**src/rtl/logistic_score_engine_if.sv**
```systemverilog
// Register-file bus between the score engine (master) and the pixel/weight register file (slave).
// Latency: reads return data on rf_data_out one cycle after the rf_en_read strobe.
// Backpressure: none; the master owns the bus outright while it drives it.
//
// Signals:
//   rf_address   register-file address
//   rf_en_read   read strobe
//   rf_en_write  write strobe
//   rf_data_in   write data towards the register file
//   rf_data_out  read data from the register file
interface logistic_score_engine_if #(
  parameter int DATA_WIDTH = 24,
  parameter int ADDR_DEPTH = 12
);
  logic [ADDR_DEPTH-1:0] rf_address;
  logic                  rf_en_read;
  logic                  rf_en_write;
  logic [DATA_WIDTH-1:0] rf_data_in;
  logic [DATA_WIDTH-1:0] rf_data_out;

  modport master (
    output rf_address,
    output rf_en_read,
    output rf_en_write,
    output rf_data_in,
    input  rf_data_out
  );

  modport slave (
    input  rf_address,
    input  rf_en_read,
    input  rf_en_write,
    input  rf_data_in,
    output rf_data_out
  );
endinterface

```
**src/rtl/logistic_score_engine.sv**
```systemverilog
// Dot-product scorer: bias + sum(pixel x weight) over N_PIXELS RGB words, saturated, written back.
// Latency: start sampled at edge k -> busy from cycle k+1, done pulse in cycle k+2N+5.
// Backpressure: none; the engine owns the register-file bus while busy=1 and ignores start until idle.
//
// Ports:
//   clock, rst    rising-edge clock, asynchronous active-high reset
//   control_reg   start bit (register 0, bit 0)
//   rf            register-file bus (master side)
//   busy          engine owns the bus (external mux select)
//   done          one-cycle pulse after result written and start bit cleared
//   score/is_cat  last saturated score and decision (accumulator >= 0), held until next run
module logistic_score_engine #(
  parameter int DATA_WIDTH  = 24,
  parameter int ADDR_DEPTH  = 12,
  parameter int N_PIXELS    = 1024,
  parameter int BIAS_ADDR   = 1,
  parameter int RESULT_ADDR = 2,
  parameter int PIX_BASE    = 16,
  parameter int WGT_BASE    = 2048,
  parameter int ACC_WIDTH   = 32
) (
  input  logic                     clock,
  input  logic                     rst,
  input  logic                     control_reg,
  logistic_score_engine_if.master  rf,
  output logic                     busy,
  output logic                     done,
  output logic [DATA_WIDTH-1:0]    score,
  output logic                     is_cat
);

  localparam int CNT_WIDTH = $clog2(N_PIXELS) + 1;
  localparam logic [CNT_WIDTH-1:0]  LAST_IDX = CNT_WIDTH'(N_PIXELS - 1);
  localparam logic [CNT_WIDTH-1:0]  CNT_ONE  = CNT_WIDTH'(1);
  localparam logic [ADDR_DEPTH-1:0] BIAS_A   = ADDR_DEPTH'(BIAS_ADDR);
  localparam logic [ADDR_DEPTH-1:0] RESULT_A = ADDR_DEPTH'(RESULT_ADDR);
  localparam logic [ADDR_DEPTH-1:0] PIX_A    = ADDR_DEPTH'(PIX_BASE);
  localparam logic [ADDR_DEPTH-1:0] CTRL_A   = '0;

  // Saturation bounds of a signed DATA_WIDTH result, held at accumulator width.
  localparam longint SAT_MAX_L = (longint'(1) << (DATA_WIDTH - 1)) - 1;
  localparam logic signed [ACC_WIDTH-1:0] SAT_MAX = ACC_WIDTH'(SAT_MAX_L);
  localparam logic signed [ACC_WIDTH-1:0] SAT_MIN = ACC_WIDTH'(-SAT_MAX_L - 1);

  typedef enum logic [2:0] {
    IDLE, RD_BIAS, RD_PIX, RD_WGT, LAST_ACC, WR_RESULT, CLR_CTRL, DONE
  } state_t;

  state_t                       state;
  logic [CNT_WIDTH-1:0]         idx;
  logic signed [ACC_WIDTH-1:0]  acc;
  logic [DATA_WIDTH-1:0]        pix_q;

  logic signed [8:0]            pix_lane;
  logic signed [7:0]            wgt_lane;
  logic signed [16:0]           prod;
  logic signed [ACC_WIDTH-1:0]  lane_sum;
  logic signed [ACC_WIDTH-1:0]  acc_sum;
  logic signed [ACC_WIDTH-1:0]  bias_ext;

  function automatic logic [DATA_WIDTH-1:0] sat_score(input logic signed [ACC_WIDTH-1:0] a);
    if (a > SAT_MAX)      return SAT_MAX[DATA_WIDTH-1:0];
    else if (a < SAT_MIN) return SAT_MIN[DATA_WIDTH-1:0];
    else                  return a[DATA_WIDTH-1:0];
  endfunction

  // Pixel lanes are unsigned, weight lanes signed; each product fits in 17 signed bits.
  // rf_data_out carries the weight of the previous element whenever acc_sum is consumed.
  always_comb begin
    pix_lane = '0;
    wgt_lane = '0;
    prod     = '0;
    lane_sum = '0;
    for (int l = 0; l < 3; l++) begin
      pix_lane = $signed({1'b0, pix_q[8*l +: 8]});
      wgt_lane = $signed(rf.rf_data_out[8*l +: 8]);
      prod     = 17'(pix_lane) * 17'(wgt_lane);
      lane_sum = lane_sum + ACC_WIDTH'(prod);
    end
    acc_sum  = acc + lane_sum;
    bias_ext = {{(ACC_WIDTH-DATA_WIDTH){rf.rf_data_out[DATA_WIDTH-1]}}, rf.rf_data_out};
  end

  // Bus outputs are set on the edge entering the state that owns them, so every
  // strobe/address is registered and lines up with the state it belongs to.
  always_ff @(posedge clock or posedge rst) begin
    if (rst) begin
      state          <= IDLE;
      idx            <= '0;
      acc            <= '0;
      pix_q          <= '0;
      busy           <= 1'b0;
      done           <= 1'b0;
      score          <= '0;
      is_cat         <= 1'b0;
      rf.rf_address  <= '0;
      rf.rf_en_read  <= 1'b0;
      rf.rf_en_write <= 1'b0;
      rf.rf_data_in  <= '0;
    end else begin
      rf.rf_en_read  <= 1'b0;
      rf.rf_en_write <= 1'b0;
      done           <= 1'b0;
      case (state)
        IDLE: begin
          if (control_reg) begin
            state         <= RD_BIAS;
            busy          <= 1'b1;
            rf.rf_en_read <= 1'b1;
            rf.rf_address <= BIAS_A;
          end
        end
        RD_BIAS: begin
          state         <= RD_PIX;
          idx           <= '0;
          rf.rf_en_read <= 1'b1;
          rf.rf_address <= PIX_A;
        end
        RD_PIX: begin
          // First visit: bias is on the data bus. Later: previous weight is on it.
          acc           <= (idx == '0) ? bias_ext : acc_sum;
          state         <= RD_WGT;
          rf.rf_en_read <= 1'b1;
          rf.rf_address <= ADDR_DEPTH'(WGT_BASE + int'(idx));
        end
        RD_WGT: begin
          pix_q <= rf.rf_data_out;
          idx   <= idx + CNT_ONE;
          if (idx == LAST_IDX) begin
            state <= LAST_ACC;
          end else begin
            state         <= RD_PIX;
            rf.rf_en_read <= 1'b1;
            rf.rf_address <= ADDR_DEPTH'(PIX_BASE + int'(idx) + 1);
          end
        end
        LAST_ACC: begin
          acc            <= acc_sum;
          state          <= WR_RESULT;
          rf.rf_en_write <= 1'b1;
          rf.rf_address  <= RESULT_A;
          rf.rf_data_in  <= sat_score(acc_sum);
        end
        WR_RESULT: begin
          score          <= sat_score(acc);
          is_cat         <= ~acc[ACC_WIDTH-1];
          state          <= CLR_CTRL;
          rf.rf_en_write <= 1'b1;
          rf.rf_address  <= CTRL_A;
          rf.rf_data_in  <= '0;
        end
        CLR_CTRL: begin
          state <= DONE;
          done  <= 1'b1;
        end
        DONE: begin
          // Start bit was cleared by the CLR_CTRL write, so IDLE will not retrigger.
          state <= IDLE;
          busy  <= 1'b0;
        end
        default: state <= IDLE;
      endcase
    end
  end

endmodule

```
**src/flat_wrapper.sv**
```systemverilog
// flat-port wrapper written by rule: the top's interface ports become plain ports
module logistic_score_engine_flat 
#(
  parameter int DATA_WIDTH  = 24,
  parameter int ADDR_DEPTH  = 12,
  parameter int N_PIXELS    = 1024,
  parameter int BIAS_ADDR   = 1,
  parameter int RESULT_ADDR = 2,
  parameter int PIX_BASE    = 16,
  parameter int WGT_BASE    = 2048,
  parameter int ACC_WIDTH   = 32
)
  (clock, rst, control_reg, busy, done, score, is_cat, rf_rf_address, rf_rf_en_read, rf_rf_en_write, rf_rf_data_in, rf_rf_data_out);
  logistic_score_engine_if #(.DATA_WIDTH(DATA_WIDTH), .ADDR_DEPTH(ADDR_DEPTH)) rf_i ();
  input  logic clock;
  input  logic rst;
  input  logic control_reg;
  output logic busy;
  output logic done;
  output logic [DATA_WIDTH-1:0] score;
  output logic is_cat;
  output wire logic [$bits(rf_i.rf_address)-1:0] rf_rf_address;
  output wire logic [$bits(rf_i.rf_en_read)-1:0] rf_rf_en_read;
  output wire logic [$bits(rf_i.rf_en_write)-1:0] rf_rf_en_write;
  output wire logic [$bits(rf_i.rf_data_in)-1:0] rf_rf_data_in;
  input wire logic [$bits(rf_i.rf_data_out)-1:0] rf_rf_data_out;
  assign rf_rf_address = rf_i.rf_address;
  assign rf_rf_en_read = rf_i.rf_en_read;
  assign rf_rf_en_write = rf_i.rf_en_write;
  assign rf_rf_data_in = rf_i.rf_data_in;
  assign rf_i.rf_data_out = rf_rf_data_out;
  logistic_score_engine #(.DATA_WIDTH(DATA_WIDTH), .ADDR_DEPTH(ADDR_DEPTH), .N_PIXELS(N_PIXELS), .BIAS_ADDR(BIAS_ADDR), .RESULT_ADDR(RESULT_ADDR), .PIX_BASE(PIX_BASE), .WGT_BASE(WGT_BASE), .ACC_WIDTH(ACC_WIDTH)) u_core (.clock(clock), .rst(rst), .control_reg(control_reg), .rf(rf_i), .busy(busy), .done(done), .score(score), .is_cat(is_cat));
endmodule
```
**config.mk**
```make
export PLATFORM = sky130hd
export DESIGN_NAME = logistic_score_engine_flat
export DESIGN_NICKNAME = d
export VERILOG_FILES = /design/src/rtl/logistic_score_engine_if.sv /design/src/rtl/logistic_score_engine.sv /design/src/flat_wrapper.sv
export SDC_FILE = /design/constraint.sdc
export NUM_CORES = 1
export LEC_CHECK = 0
export BUFFER_PORTS_ARGS = -buffer_cell sky130_fd_sc_hd__buf_2
export CORE_ASPECT_RATIO = 2
export CORE_MARGIN = 5
export CORE_UTILIZATION = 57
export CTS_CLUSTER_DIAMETER = 40
export DETAILED_ROUTE_END_ITERATION = 16
export PLACE_DENSITY = 0.78
export SYNTH_ARGS = -nofsm -noshare
export SYNTH_HDL_FRONTEND = slang
export SYNTH_SLANG_ARGS = --single-unit
```
**constraint.sdc**
```tcl
create_clock -name clock -period 9.8 [get_ports clock]
set_clock_uncertainty 0.15 [all_clocks]
set_input_delay 1.96 -clock clock [delete_from_list [all_inputs] [get_ports clock]]
set_output_delay 1.96 -clock clock [all_outputs]
set_load 0.02 [all_outputs]
```
==> out/qor.csv, run 1 <==
metric;value;unit
rr_worst_depth;34;
slowest_delay;0.66;ns
drt_iter0_markers;991;
path_clk_slew;0.07;ns
area_growth;28.34;%
worstSetupPathType;input pin to flip-flop;
setup_viol;31;
cts_tree;built;
worst_pin_slew;0.9605;ns
slew_headroom;35.97;%
hold_violations;0;
syn_area;15000;um^2
finalNonFillerCells;2321;
layout_commonest_cell;inv_1;
initial_core_util;57.33;%
cp.depth;35;
core_area;26170;um^2
cp.arrival;10.86;ns
drc_errors;0;
layout-drive-gt1-share;28.43;%
cts_buffers;17;
violations;negative setup slack;
synth_edf_count;0;
num_io_pins;92;
synth_compound_area_share;14.05;%
ys_types;68;
required;9.99;ns
drt-pass1-iter-count;6;
overflow;0;
holdWs;0.3279;ns
synth_top_family_by_area;adder cells;
layout.nets;2304;
dominantRegCellSynth;dfrtp_1;
die_x;124.7;um
synth_top_area_cell;dfrtp_1;
drt-total-wl;49870;um
synth_xor_area_share;2.860;%
synth_warnings;0;
clkSinkCount;135;
placedCellCount;2237;
grt_pass1_vias;14943;
hold_path_depth;2;
synthCells;1672;
htreeDepth;4;
crit_fanout;6;
min_path_type;flip-flop to flip-flop;
finalCritPeriodShare;108.8;%
yosysSeqAreaShare;22.52;%
critPathBufInv;7;
vias;13790;
setup_ws;-0.8629;ns
grt_max_degree;75;
antenna_found_initial;0;
root_buffer;clkbuf_16;
muxShareOfSynthArea;2.460;%
slew_violations;0;
fin_crit;10.66;ns
cp-start-kind;input pin;
grt_pass1_wl;77000;um
worstSkewPairLatency;0.45;ns
critPathSlowestCell;or4_4;
die_height;239.5;um
setup_tns;-20.37;ns
synth_top_area_share;22.52;%
layout_common_cells;inv_1, buf_4, fa_1, nand2_1, dfrtp_1;
fmax;93.78;MHz
place_congestion;0.9842;
dp_hpwl;38060;um
wl_per_cell;21.48;um
clockBufferDepth;2;
synthArstFlopShare;100.0;%
synth.area.top_cells;dfrtp_1, fa_1, ha_1;
detail-route-antenna-nets;0;
antenna_cells;0;
viasPerCell;5.941;
placementRows;84;
run_status;finished with violations;
syn_nets;2012;
ys_seq_elements;135;
synth_fa_ha_area_share;34.46;%
synth_simple_gate_area_share;14.45;%
critPathMostFrequentCell;fa_1;
rsz0062_at_grt;true;
syn_area_per_cell;8.974;um^2
drv_cap;0;
cp_top_family;adder cells;
fp.dieArea;29870;um^2
grt.total_usage;33.41;%
endpoint_kind;flip-flop;
pre_cts_ws;-1.571;ns
io_buffers;91;
timing repair:
action / 4_1_cts / 5_1_grt
gates resized for setup: 96 / 112
pin swaps: 39 / 71
setup buffers: 41 / 14
hold buffers: 0 / 0
gates cloned: 5 / 0
endpoints found under the hold margin: 0 / 0
setup endpoints to repair: 36 / 39
synth_stat cells, types with 3 or more instances:
cell and n:
a211oi_1 6, a21o_1 14, a21oi_1 90, a221o_1 5, a22o_1 5, a22oi_1 23
a31oi_1 7, and2_1 103, and3_1 12, clkbuf_1 71, dfrtp_1 135, fa_1 167
ha_1 146, inv_1 283, mux2_2 23, mux2i_1 11, nand2_1 175, nand2b_1 14
nand3_1 18, nand4_1 8, nor2_1 76, nor2b_1 8, nor3_1 19, nor4_1 7
o211a_1 3, o211ai_1 8, o21a_1 4, o21ai_0 94, o21bai_1 10, o22ai_1 3
o311ai_1 20, o31ai_1 6, xnor2_1 31, xor2_1 18
worst paths after layout:
check / from / slack, ns / endpoint
worst min register to register: u_core.rf.rf_address[0]$_DFFE_PP0P_ / 0.33 / u_core.rf.rf_address[0]$_DFFE_PP0P_
worst min-delay path: u_core.rf.rf_address[0]$_DFFE_PP0P_ / 0.33 / u_core.rf.rf_address[0]$_DFFE_PP0P_
max in group asynchronous: rst / 6.66 / u_core.acc[18]$_DFFE_PP0P_
worst max-delay path: rf_rf_data_out[22] / -0.86 / u_core.rf.rf_data_in[14]$_DFFE_PP0P_
worst max register to register: u_core.pix_q[2]$_DFFE_PP0P_ / 0.08 / u_core.rf.rf_data_in[14]$_DFFE_PP0P_
min in group asynchronous: rst / 1.44 / u_core.acc[4]$_DFFE_PP0P_
worst reg2reg max path, delay by kind of cell (launching register included):
kind                       cells  cell delay, ns
AOI/OAI and AO/OA             14            2.69
adders and majority gates      9            4.10
and+or+nand+nor                5            1.69
buffers and inverters          5            0.24
xor gates and xnor gates       1            0.09
DFF                            1            0.67
cells by family after synthesis:
kind of cell | after synthesis
AND/OR/NAND/NOR | 452
buffers and inverters | 363
AO/OA/AOI/OAI | 326
adder cells (fa/ha/maj) | 313
multiplexers | 34
XOR/XNOR | 49
flip-flops | 135
per-stage QoR:
step                      util (%)  cell area [um^2]
final                        73.58             19260
after global placement       66.25             17340
after CTS                    71.65             18750
after floorplan                  -             15230
after detailed placement     66.25             17340
after global routing         73.58             19260
sequential cells by signal, indices dropped and copies added (netlist names):
signal	cells
u_core.idx	11
u_core.acc	32
u_core.done	1
u_core.score	24
u_core.rf.rf_en_read	1
u_core.busy	1
u_core.state	3
u_core.pix_q	24
u_core.rf.rf_address	12
u_core.is_cat	1
u_core.rf.rf_data_in	24
u_core.rf.rf_en_write	1
layout make-up:
class	instances	area, um^2
multi-input cells	1176	11150
fillers	1782	6914
flip-flops and latches	135	3378
repair buffers	348	2624
inverters	286	1080
clock buffers	19	442.9
well taps	344	430.4
clock inverters	13	155.1
routing by layer:
metal	vias to the layer above	wire [um]	GRT usage [%]
li1	6051	-	-
met1	6734	14940	30.65
met2	684	26540	61.63
met3	321	2532	4.932
met4	0	5858	31.76
met5	-	0	0
Power of run 1 is not shown: default switching activity piles up to over one toggle a cycle in this logic, so the estimate is an artifact.
==> run 2, diff against run 1 <==
--- a/config.mk
+++ b/config.mk
@@ -8,10 +8,9 @@
 export BUFFER_PORTS_ARGS = -buffer_cell sky130_fd_sc_hd__buf_2
 export CORE_ASPECT_RATIO = 2
 export CORE_MARGIN = 5
-export CORE_UTILIZATION = 57
+export CORE_UTILIZATION = 43
 export CTS_CLUSTER_DIAMETER = 40
 export DETAILED_ROUTE_END_ITERATION = 16
-export PLACE_DENSITY = 0.78
 export SYNTH_ARGS = -nofsm -noshare
 export SYNTH_HDL_FRONTEND = slang
 export SYNTH_SLANG_ARGS = --single-unit
==> out/qor.csv, run 2 (same netlist as run 1, synthesis figures left out) <==
metric;value;unit
finalCritPeriodShare;106.9;%
layout-drive-gt1-share;26.85;%
run_status;finished with violations;
drt-pass1-iter-count;5;
cts_tree;built;
slew_violations;0;
layout_common_cells;inv_1, buf_4, nand2_1, fa_1, dfrtp_1;
wl_per_cell;20.71;um
clockBufferDepth;2;
cp-start-kind;input pin;
post-route-util;55.83;%
antenna_found_initial;0;
area_growth;28.28;%
critPathMostFrequentCell;fa_1;
worstSetupPathType;input pin to flip-flop;
root_buffer;clkbuf_16;
path_clk_slew;0.07;ns
htreeDepth;4;
antenna_cells;0;
place_congestion;0.9410;
setup_viol;25;
largest_register_ffs;32;
setup_ws;-0.6778;ns
placementRows;96;
cts-hold-fix-buffers;0;
fillers;3096;
critPathSlowestCell;or4_4;
hold_violations;0;
layout_commonest_cell;inv_1;
fp.dieArea;38960;um^2
drt_iter0_markers;574;
die_height;274.2;um
io_buffers;91;
slew_headroom;39.30;%
min_path_type;flip-flop to flip-flop;
core_area;34470;um^2
worstSkewPairLatency;0.46;ns
required;10.00;ns
vias;13084;
slowest_delay;0.68;ns
drv_cap;0;
die_x;142.1;um
crit_fanout;6;
grt_pass1_vias;14274;
rsz0062_at_grt;true;
cts_buffers;17;
violations;negative setup slack;
num_io_pins;92;
viasPerCell;5.443;
grt_max_degree;72;
drc_errors;0;
drt-total-wl;49790;um
overflow;0;
cp.arrival;10.68;ns
worst_pin_slew;0.9104;ns
clkSinkCount;135;
dp_hpwl;39640;um
grt_pass1_wl;76730;um
detail-route-antenna-nets;0;
endpoint_kind;flip-flop;
layout.nets;2290;
initial_core_util;43.52;%
top_register;u_core.acc;
fmax;95.44;MHz
fin_crit;10.48;ns
grt.total_usage;25.84;%
-- run 2: cell types whose count changed in the layout (fill, tap and decap cells not counted), moves of 4 or more --
cell / previous run / this run
o21ai_1: 11 / 7
buf_2: 79 / 74
nor2_2: 7 / 3
a22oi_2: 6 / 0
buf_12: 4 / 12
nor2_1: 70 / 75
buf_4: 239 / 225
o21ai_0: 76 / 82
nand2_2: 10 / 6
a22oi_1: 17 / 23
nand2_1: 162 / 167
-- run 2: what timing repair did --
action                                  CTS  global route
cloned                                    5             3
pin swaps                                19            42
setup buffers                            20            11
endpoints found under the setup margin   31            37
gates resized for setup                 112            69
-- run 2: routing by layer --
layer	wire length, um	up-vias	GRT usage (%)
li1	-	6032	-
met1	15590	6549	23.30
met2	28570	318	51.62
met3	1247	185	2.670
met4	4378	0	17.72
met5	0	-	0
-- run 2: cell type report --
type / count / area, um^2 / share of cell area (%)
Sequential cell: 135 / 3378 / 17.55
Timing Repair Buffer: 333 / 2624 / 13.63
Clock buffer: 19 / 442.9 / 2.301
Multi-Input combinational cell: 1177 / 11060 / 57.47
Tap cell: 441 / 551.8 / 2.867
Clock inverter: 13 / 108.9 / 0.5656
Inverter: 286 / 1080 / 5.610
-- run 2: worst max-delay path: cells and delay by family --
family          cells  cell delay [ns]
simple gates        5             1.66
buf+inv             8             0.52
compound gates     12             2.26
fa+ha+maj           9             4.17
xor+xnor            1             0.13
-- run 2: metrics by stage --
step | setup WS, ns | TNS, ns | cell area [um^2] | cells | hold WS (ns)
finish | -0.6778 | -14.29 | 19250 | 2404 | 0.3253
detailed placement | -1.405 | -40.47 | 17510 | 2334 | 0.3152
global placement | -1.295 | -36.66 | 17510 | 2334 | 0.3087
CTS | -0.5556 | -12.41 | 18770 | 2391 | 0.3295
global route | -1.014 | -23.83 | 19250 | 2404 | 0.3590
floorplan | -0.5995 | -13.12 | 15230 | 1672 | 0.3256
-- run 2: path summary, 6_finish.rpt --
kind,endpoint,slack (ns),cells after the start,startpoint
worst max-delay path,u_core.rf.rf_data_in[16]$_DFFE_PP0P_,-0.68,35,rf_rf_data_out[5]
worst min-delay path,u_core.score[22]$_DFFE_PP0N_,0.33,2,u_core.score[22]$_DFFE_PP0N_
worst max register to register,u_core.rf.rf_data_in[16]$_DFFE_PP0P_,0.26,31,u_core.pix_q[19]$_DFFE_PP0P_
worst min register to register,u_core.score[22]$_DFFE_PP0N_,0.33,2,u_core.score[22]$_DFFE_PP0N_
max in group asynchronous,u_core.state[1]$_DFFE_PP0P_,6.59,3,rst
min in group asynchronous,u_core.score[22]$_DFFE_PP0N_,1.50,2,rst
Power of run 2 is left out for the same reason.
